==> src/rtl/expipe_pkg.sv <==
// Execution pipeline shared types.
package expipe_pkg;

  typedef enum logic [2:0] {
    BEQ, BNE, BLT, BGE, BLTU, BGEU, JAL, JALR
  } branch_ctl_t;

endpackage

==> src/rtl/branch_resolve_unit.sv <==
// Single-cycle branch/jump resolution with an in-order frontend resolution
// queue, misprediction issue stall and saturating performance counters.
module branch_resolve_unit #(
  parameter int unsigned XLEN      = 64,
  parameter int unsigned ROB_IDX_W = 4,
  parameter int unsigned RES_DEPTH = 4,
  parameter int unsigned C_EN      = 0,
  parameter int unsigned CNT_W     = 32
) (
  input  logic                     clk_i,
  input  logic                     rst_ni,
  input  logic                     flush_i,
  input  logic                     valid_i,
  output logic                     ready_o,
  input  expipe_pkg::branch_ctl_t  branch_type_i,
  input  logic [XLEN-1:0]          rs1_i,
  input  logic [XLEN-1:0]          rs2_i,
  input  logic [XLEN-1:0]          imm_i,
  input  logic [XLEN-1:0]          pc_i,
  input  logic [XLEN-1:0]          pred_target_i,
  input  logic                     pred_taken_i,
  input  logic                     compressed_i,
  input  logic [ROB_IDX_W-1:0]     rob_idx_i,
  output logic                     res_valid_o,
  input  logic                     res_ready_i,
  output logic [ROB_IDX_W-1:0]     res_rob_idx_o,
  output logic [XLEN-1:0]          res_link_addr_o,
  output logic                     res_mispredicted_o,
  output logic                     res_except_o,
  output logic                     fe_res_valid_o,
  input  logic                     fe_res_ready_i,
  output logic [XLEN-1:0]          fe_res_pc_o,
  output logic [XLEN-1:0]          fe_res_target_o,
  output logic                     fe_res_taken_o,
  output logic                     fe_res_mispredict_o,
  output logic                     issue_mis_o,
  output logic [CNT_W-1:0]         perf_branches_o,
  output logic [CNT_W-1:0]         perf_mispred_o
);

  localparam int unsigned PTR_W  = (RES_DEPTH > 1) ? $clog2(RES_DEPTH) : 1;
  localparam int unsigned CNT_QW = PTR_W + 1;

  typedef enum logic {RUN, WAIT_FE} state_t;

  state_t              state_q;
  logic                rdy_en_q;
  logic [PTR_W-1:0]    wr_ptr_q, rd_ptr_q;
  logic [CNT_QW-1:0]   count_q;
  logic [XLEN-1:0]     q_pc_q     [RES_DEPTH];
  logic [XLEN-1:0]     q_target_q [RES_DEPTH];
  logic                q_taken_q  [RES_DEPTH];
  logic                q_mis_q    [RES_DEPTH];

  logic                taken_c, mispred_c, except_c;
  logic                accept_c, push_c, pop_c, full_c;
  logic [XLEN-1:0]     sum_c, target_c, link_c;

  // Branch condition evaluation
  always_comb begin
    taken_c = 1'b0;
    case (branch_type_i)
      expipe_pkg::BEQ:  taken_c = (rs1_i == rs2_i);
      expipe_pkg::BNE:  taken_c = (rs1_i != rs2_i);
      expipe_pkg::BLT:  taken_c = ($signed(rs1_i) <  $signed(rs2_i));
      expipe_pkg::BGE:  taken_c = ($signed(rs1_i) >= $signed(rs2_i));
      expipe_pkg::BLTU: taken_c = (rs1_i <  rs2_i);
      expipe_pkg::BGEU: taken_c = (rs1_i >= rs2_i);
      default:          taken_c = 1'b1;
    endcase
  end

  assign sum_c     = (branch_type_i == expipe_pkg::JALR) ? rs1_i + imm_i : pc_i + imm_i;
  assign target_c  = (branch_type_i == expipe_pkg::JALR) ? {sum_c[XLEN-1:1], 1'b0} : sum_c;
  assign link_c    = pc_i + (((C_EN != 0) && compressed_i) ? XLEN'(2) : XLEN'(4));
  assign mispred_c = (pred_taken_i != taken_c) | (pred_taken_i & (pred_target_i != target_c));
  // Misaligned taken target traps only when 16-bit instructions are not legal
  assign except_c  = (C_EN == 0) & taken_c & target_c[1];

  assign full_c         = (count_q == CNT_QW'(RES_DEPTH));
  assign ready_o        = rdy_en_q & (state_q == RUN) & ~flush_i &
                          (~res_valid_o | res_ready_i) & ~full_c;
  assign accept_c       = valid_i & ready_o;
  assign push_c         = accept_c & ~except_c;
  assign fe_res_valid_o = (count_q != '0);
  assign pop_c          = fe_res_valid_o & fe_res_ready_i;

  assign fe_res_pc_o         = q_pc_q[rd_ptr_q];
  assign fe_res_target_o     = q_target_q[rd_ptr_q];
  assign fe_res_taken_o      = q_taken_q[rd_ptr_q];
  assign fe_res_mispredict_o = q_mis_q[rd_ptr_q];
  assign issue_mis_o         = (state_q == WAIT_FE);

  // Accept enable rises one edge after reset release
  always_ff @(posedge clk_i or negedge rst_ni) begin
    if (!rst_ni) rdy_en_q <= 1'b0;
    else         rdy_en_q <= 1'b1;
  end

  // Misprediction stall FSM
  always_ff @(posedge clk_i or negedge rst_ni) begin
    if (!rst_ni) begin
      state_q <= RUN;
    end else if (flush_i) begin
      state_q <= RUN;
    end else begin
      case (state_q)
        RUN:     if (push_c & mispred_c) state_q <= WAIT_FE;
        WAIT_FE: if (pop_c & fe_res_mispredict_o) state_q <= RUN;
        default: state_q <= RUN;
      endcase
    end
  end

  // Frontend resolution queue
  always_ff @(posedge clk_i or negedge rst_ni) begin
    if (!rst_ni) begin
      wr_ptr_q <= '0;
      rd_ptr_q <= '0;
      count_q  <= '0;
      for (int unsigned i = 0; i < RES_DEPTH; i++) begin
        q_pc_q[i]     <= '0;
        q_target_q[i] <= '0;
        q_taken_q[i]  <= 1'b0;
        q_mis_q[i]    <= 1'b0;
      end
    end else if (flush_i) begin
      wr_ptr_q <= '0;
      rd_ptr_q <= '0;
      count_q  <= '0;
    end else begin
      if (push_c) begin
        q_pc_q[wr_ptr_q]     <= pc_i;
        q_target_q[wr_ptr_q] <= target_c;
        q_taken_q[wr_ptr_q]  <= taken_c;
        q_mis_q[wr_ptr_q]    <= mispred_c;
        wr_ptr_q             <= wr_ptr_q + PTR_W'(1);
      end
      if (pop_c) rd_ptr_q <= rd_ptr_q + PTR_W'(1);
      case ({push_c, pop_c})
        2'b10:   count_q <= count_q + CNT_QW'(1);
        2'b01:   count_q <= count_q - CNT_QW'(1);
        default: count_q <= count_q;
      endcase
    end
  end

  // Result register towards the reservation station
  always_ff @(posedge clk_i or negedge rst_ni) begin
    if (!rst_ni) begin
      res_valid_o        <= 1'b0;
      res_rob_idx_o      <= '0;
      res_link_addr_o    <= '0;
      res_mispredicted_o <= 1'b0;
      res_except_o       <= 1'b0;
    end else if (flush_i) begin
      res_valid_o <= 1'b0;
    end else if (accept_c) begin
      res_valid_o        <= 1'b1;
      res_rob_idx_o      <= rob_idx_i;
      res_link_addr_o    <= link_c;
      res_mispredicted_o <= mispred_c & ~except_c;
      res_except_o       <= except_c;
    end else if (res_ready_i) begin
      res_valid_o <= 1'b0;
    end
  end

  // Saturating performance counters, preserved across flush
  always_ff @(posedge clk_i or negedge rst_ni) begin
    if (!rst_ni) begin
      perf_branches_o <= '0;
      perf_mispred_o  <= '0;
    end else begin
      if (accept_c && (perf_branches_o != '1))
        perf_branches_o <= perf_branches_o + CNT_W'(1);
      if (push_c && mispred_c && (perf_mispred_o != '1))
        perf_mispred_o <= perf_mispred_o + CNT_W'(1);
    end
  end

endmodule

==> config.mk <==
export PLATFORM = sky130hd
export DESIGN_NAME = branch_resolve_unit
export DESIGN_NICKNAME = d
export VERILOG_FILES = /design/src/rtl/expipe_pkg.sv /design/src/rtl/branch_resolve_unit.sv
export SDC_FILE = /design/constraint.sdc
export NUM_CORES = 1
export LEC_CHECK = 0
export CAP_MARGIN = 0
export CORE_MARGIN = 3
export CORE_UTILIZATION = 33
export DETAILED_ROUTE_END_ITERATION = 7
export DONT_BUFFER_PORTS = 1
export PLACE_DENSITY_LB_ADDON = 0.05
export SETUP_SLACK_MARGIN = 0.4
export SLEW_MARGIN = 20
export SYNTH_ARGS = -nofsm -noshare
export SYNTH_HDL_FRONTEND = slang
export SYNTH_SLANG_ARGS = --single-unit
==> constraint.sdc <==
create_clock -name clk_i -period 4 [get_ports clk_i]
set_input_delay 0.8 -clock clk_i [delete_from_list [all_inputs] [get_ports clk_i]]
set_output_delay 0.8 -clock clk_i [all_outputs]
set_load 0.02 [all_outputs]
==> results.json <==
{
  "synth_edf_count": 0,
  "crit_path_max_fanout": 7,
  "start_util": 0.335,
  "crit_chain": "nand3_4 > buf_12 > buf_16 > mux2_4 > ha_4 > nand2_4 > o31ai_4 > o2111a_2 > a211oi_4 > a2111o_1 > buf_6 > buf_4 > nand3_1 > o211ai_1 > buf_4 > xnor2_2 > a2111oi_4 > nand4_1 > o41ai_4 > buf_12 > nor3_4 > buf_4 > nand4b_1 > xnor2_1",
  "synth_compound_area_frac": 0.110,
  "dp.cells": 5449,
  "crit_path_frequent_cell": "buf_4",
  "avgSynthCellArea_um2": 10.5,
  "hold_violations": 0,
  "rows": 122,
  "cts_buffers": 82,
  "via_count": 32000,
  "dp_hpwl_um": 124000,
  "yosys_register_bits": 664,
  "yosys.area_share.xor_xnor": 0.0579,
  "die-height_um": 342,
  "min_path_type": "input pin to register",
  "grt_pass1_vias": 32200,
  "hold-path-cell-count": 1,
  "nets": 4766,
  "die_x_um": 342,
  "irDropWorstVdd_uv": 361,
  "antenna_found_initial": 21,
  "io_buffers": 0,
  "clock-root-buffer": "clkbuf_16",
  "critical-path-top-delay-family": "compound AO/OA/AOI/OAI gates",
  "setup_slack_ns": -1.20,
  "avgViaCountPerCell": 5.47,
  "stdcell_count": 5848,
  "cp_slowest_cell": "a2111o_1",
  "worst_r2r_path_depth": 12,
  "cts.sinks": 664,
  "ant_nets": 0,
  "final-setup-viol-count": 507,
  "dr.pass1.iters": 5,
  "grt_usage": 0.280,
  "post_route_cells_drive_above_1_share": 0.491,
  "r2r-end": "perf_mispred_o[21]",
  "tightest_slew_ns": 1.25,
  "drc_errors": 0,
  "wirelength_um": 175000,
  "final_cell_area_um2": 56000,
  "gp_congestion": 0.938,
  "slowest_delay_ns": 0.56,
  "yosysTopAreaCell": "dfrtp_1",
  "synth_async_sr_flop_share": 1.00,
  "maxCapViolCount": 0,
  "yosys-top-cells-count": "664 x dfrtp_1, 504 x nand2_1, 392 x o21ai_0",
  "power_mw": 29.2,
  "critPathKind": "input pin to register",
  "yosysWarnings": 0,
  "end_kind": "register",
  "rsz0062_at_grt": "true",
  "syn_inst": 3539,
  "placed_area_um2": 44100,
  "clock_skew_ns": 0.0240,
  "regToRegSetupSlack_ns": 0.41,
  "clkLatencyLatePin_ns": 0.65,
  "grt_overflow": 0,
  "pre_cts_ws_ns": -2.43,
  "required_ns": 4.58,
  "p_leak_nw": 25.6,
  "utilization": 0.502,
  "clkTransAtPathRegs_ns": 0.06,
  "cp.arrival_ns": 5.77,
  "fillerInstances": 9890,
  "seq_area_frac_synth": 0.445,
  "grt_max_degree": 665,
  "cts_tree": "built",
  "r2r_start": "perf_mispred_o[1]",
  "synthesis.area_um2": 37300,
  "die_area_um2": 117000,
  "synth_top_family_by_area": "multiplexers",
  "hold_start": "flush_i",
  "relSlewSlack": 0.166,
  "yosys.area_share.simple": 0.124,
  "synthAdderAreaFrac": 0.0480,
  "area_delta_synth_final_pct": 50.1,
  "path_buf_inv": 7,
  "clock_path_buffers": 3,
  "synth.area.top_cells": "dfrtp_1 45%, mux2_2 10%, mux4_2 7.8%, o21ai_0 5.3%, nand2_1 5.1%",
  "cts_max_level": 3,
  "status": "complete, but fails checks",
  "final-max-slew-violation-count": 0,
  "drt-initial-drc-count": 1926,
  "fin_crit_ns": 5.20,
  "muxShareOfSynthArea": 0.183,
  "routedWlPerCell_um": 29.8,
  "coreArea_um2": 111000,
  "violations": "negative setup slack",
  "synth.most_common_cell": "dfrtp_1",
  "holdPathEnd": "rd_ptr_q[0]",
  "synthFlopType": "dfrtp_1",
  "synth_top_area_share": 0.445,
  "p_per_area_nw_per_um2": 521,
  "cp.depth": 24,
  "max_clock_freq_ghz": 0.192,
  "grt_first_pass_wirelength_um": 238000,
  "synth.distinct_cells": 89,
  "worstSetupStartpoint": "branch_type_i[2]",
  "synth_fp_nets": 4016,
  "ioPinCount": 603,
  "period_share": 1.30,
  "cp-start-kind": "input pin"
}
## final cells by class
type | instances | area [um^2] | area share
clock buffer | 117 | 2440 | 0.0435
tap | 1488 | 1860 | 0.0333
clock inverter | 28 | 328 | 0.00586
timing repair buffer | 887 | 10200 | 0.182
antenna | 10 | 25.0 | 0.000447
inverter | 92 | 363 | 0.00648
sequential | 664 | 16600 | 0.297
multi-input combinational | 2562 | 24200 | 0.431
## timing repair
action,in CTS,in global routing
cloned,48,38
buffers inserted,100,53
pin swaps,110,231
resized for setup,570,949
endpoints found under the setup margin,559,559
endpoints found under the hold margin,664,1
## logic make-up (layout without fill, tap and decap cells)
group	count (synthesis)	after routing
simple gates	1003	1006
compound gates	700	700
flops	664	664
mux	476	476
buf+inv	316	1124
xor+xnor	237	237
fa+ha+maj	142	142
other cells	1	11
## cell usage in the layout, fill, tap and decap left out, drive strengths merged, types with 12 or more instances in the layout
master	netlist	layout
buf	54	855
dfrtp	664	664
nand2	504	506
o21ai	395	395
mux2	339	339
clkbuf	170	148
ha	140	140
a21oi	135	135
nor2	134	134
mux4	130	130
xnor2	124	124
xor2	108	108
nand4	94	94
inv	92	94
nand3	83	83
nor3	37	38
and3	36	36
nor4	24	24
o21a	20	20
a21o	18	18
clkinv	0	15
and2	15	15
o211ai	14	14
or3	13	13
a211oi	13	13
o31ai	13	13
nor2b	12	12
a31oi	12	12
## per-stage QoR
step | TNS, ns | hold WS, ns
after floorplan | -52.35 | 0.443
after global placement | -578.95 | 0.456
after detailed placement | -638.66 | 0.465
after CTS | -41.68 | -0.194
after global routing | -108.58 | 0.173
final | -82.76 | 0.220
## metal layers
metal / up-vias / share of wire / GRT usage
met5: - / 0.00020 / 0
met4: 6 / 0.025 / 0.0588
met3: 214 / 0.072 / 0.0764
met2: 1001 / 0.50 / 0.484
met1: 16400 / 0.41 / 0.350
li1: 14300 / - / -
## power by group
group	internal (mW)	switching (mW)
Combinational	5.36	5.94
Sequential	8.47	1.80
Clock	4.56	3.04
## worst max path at each step
stage	endpoint	slack, ns
finish	perf_mispred_o[21]	-1.20
global route	perf_mispred_o[21]	-1.25
CTS	perf_mispred_o[21]	-1.12
detailed placement	perf_mispred_o[21]	-2.43
global placement	perf_mispred_o[14]	-2.38
floorplan	perf_mispred_o[23]	-1.52
## registers in the layout (all words and copies together) (netlist names), 2 cells and up
| register | flops |
|---|---|
| count_q | 3 |
| perf_branches_o | 32 |
| perf_mispred_o | 32 |
| q_mis_q | 4 |
| q_pc_q | 256 |
| q_taken_q | 4 |
| q_target_q | 256 |
| rd_ptr_q | 2 |
| res_link_addr_o | 64 |
| res_rob_idx_o | 4 |
| wr_ptr_q | 2 |
Note: power is estimated with default switching activity, not from simulation.
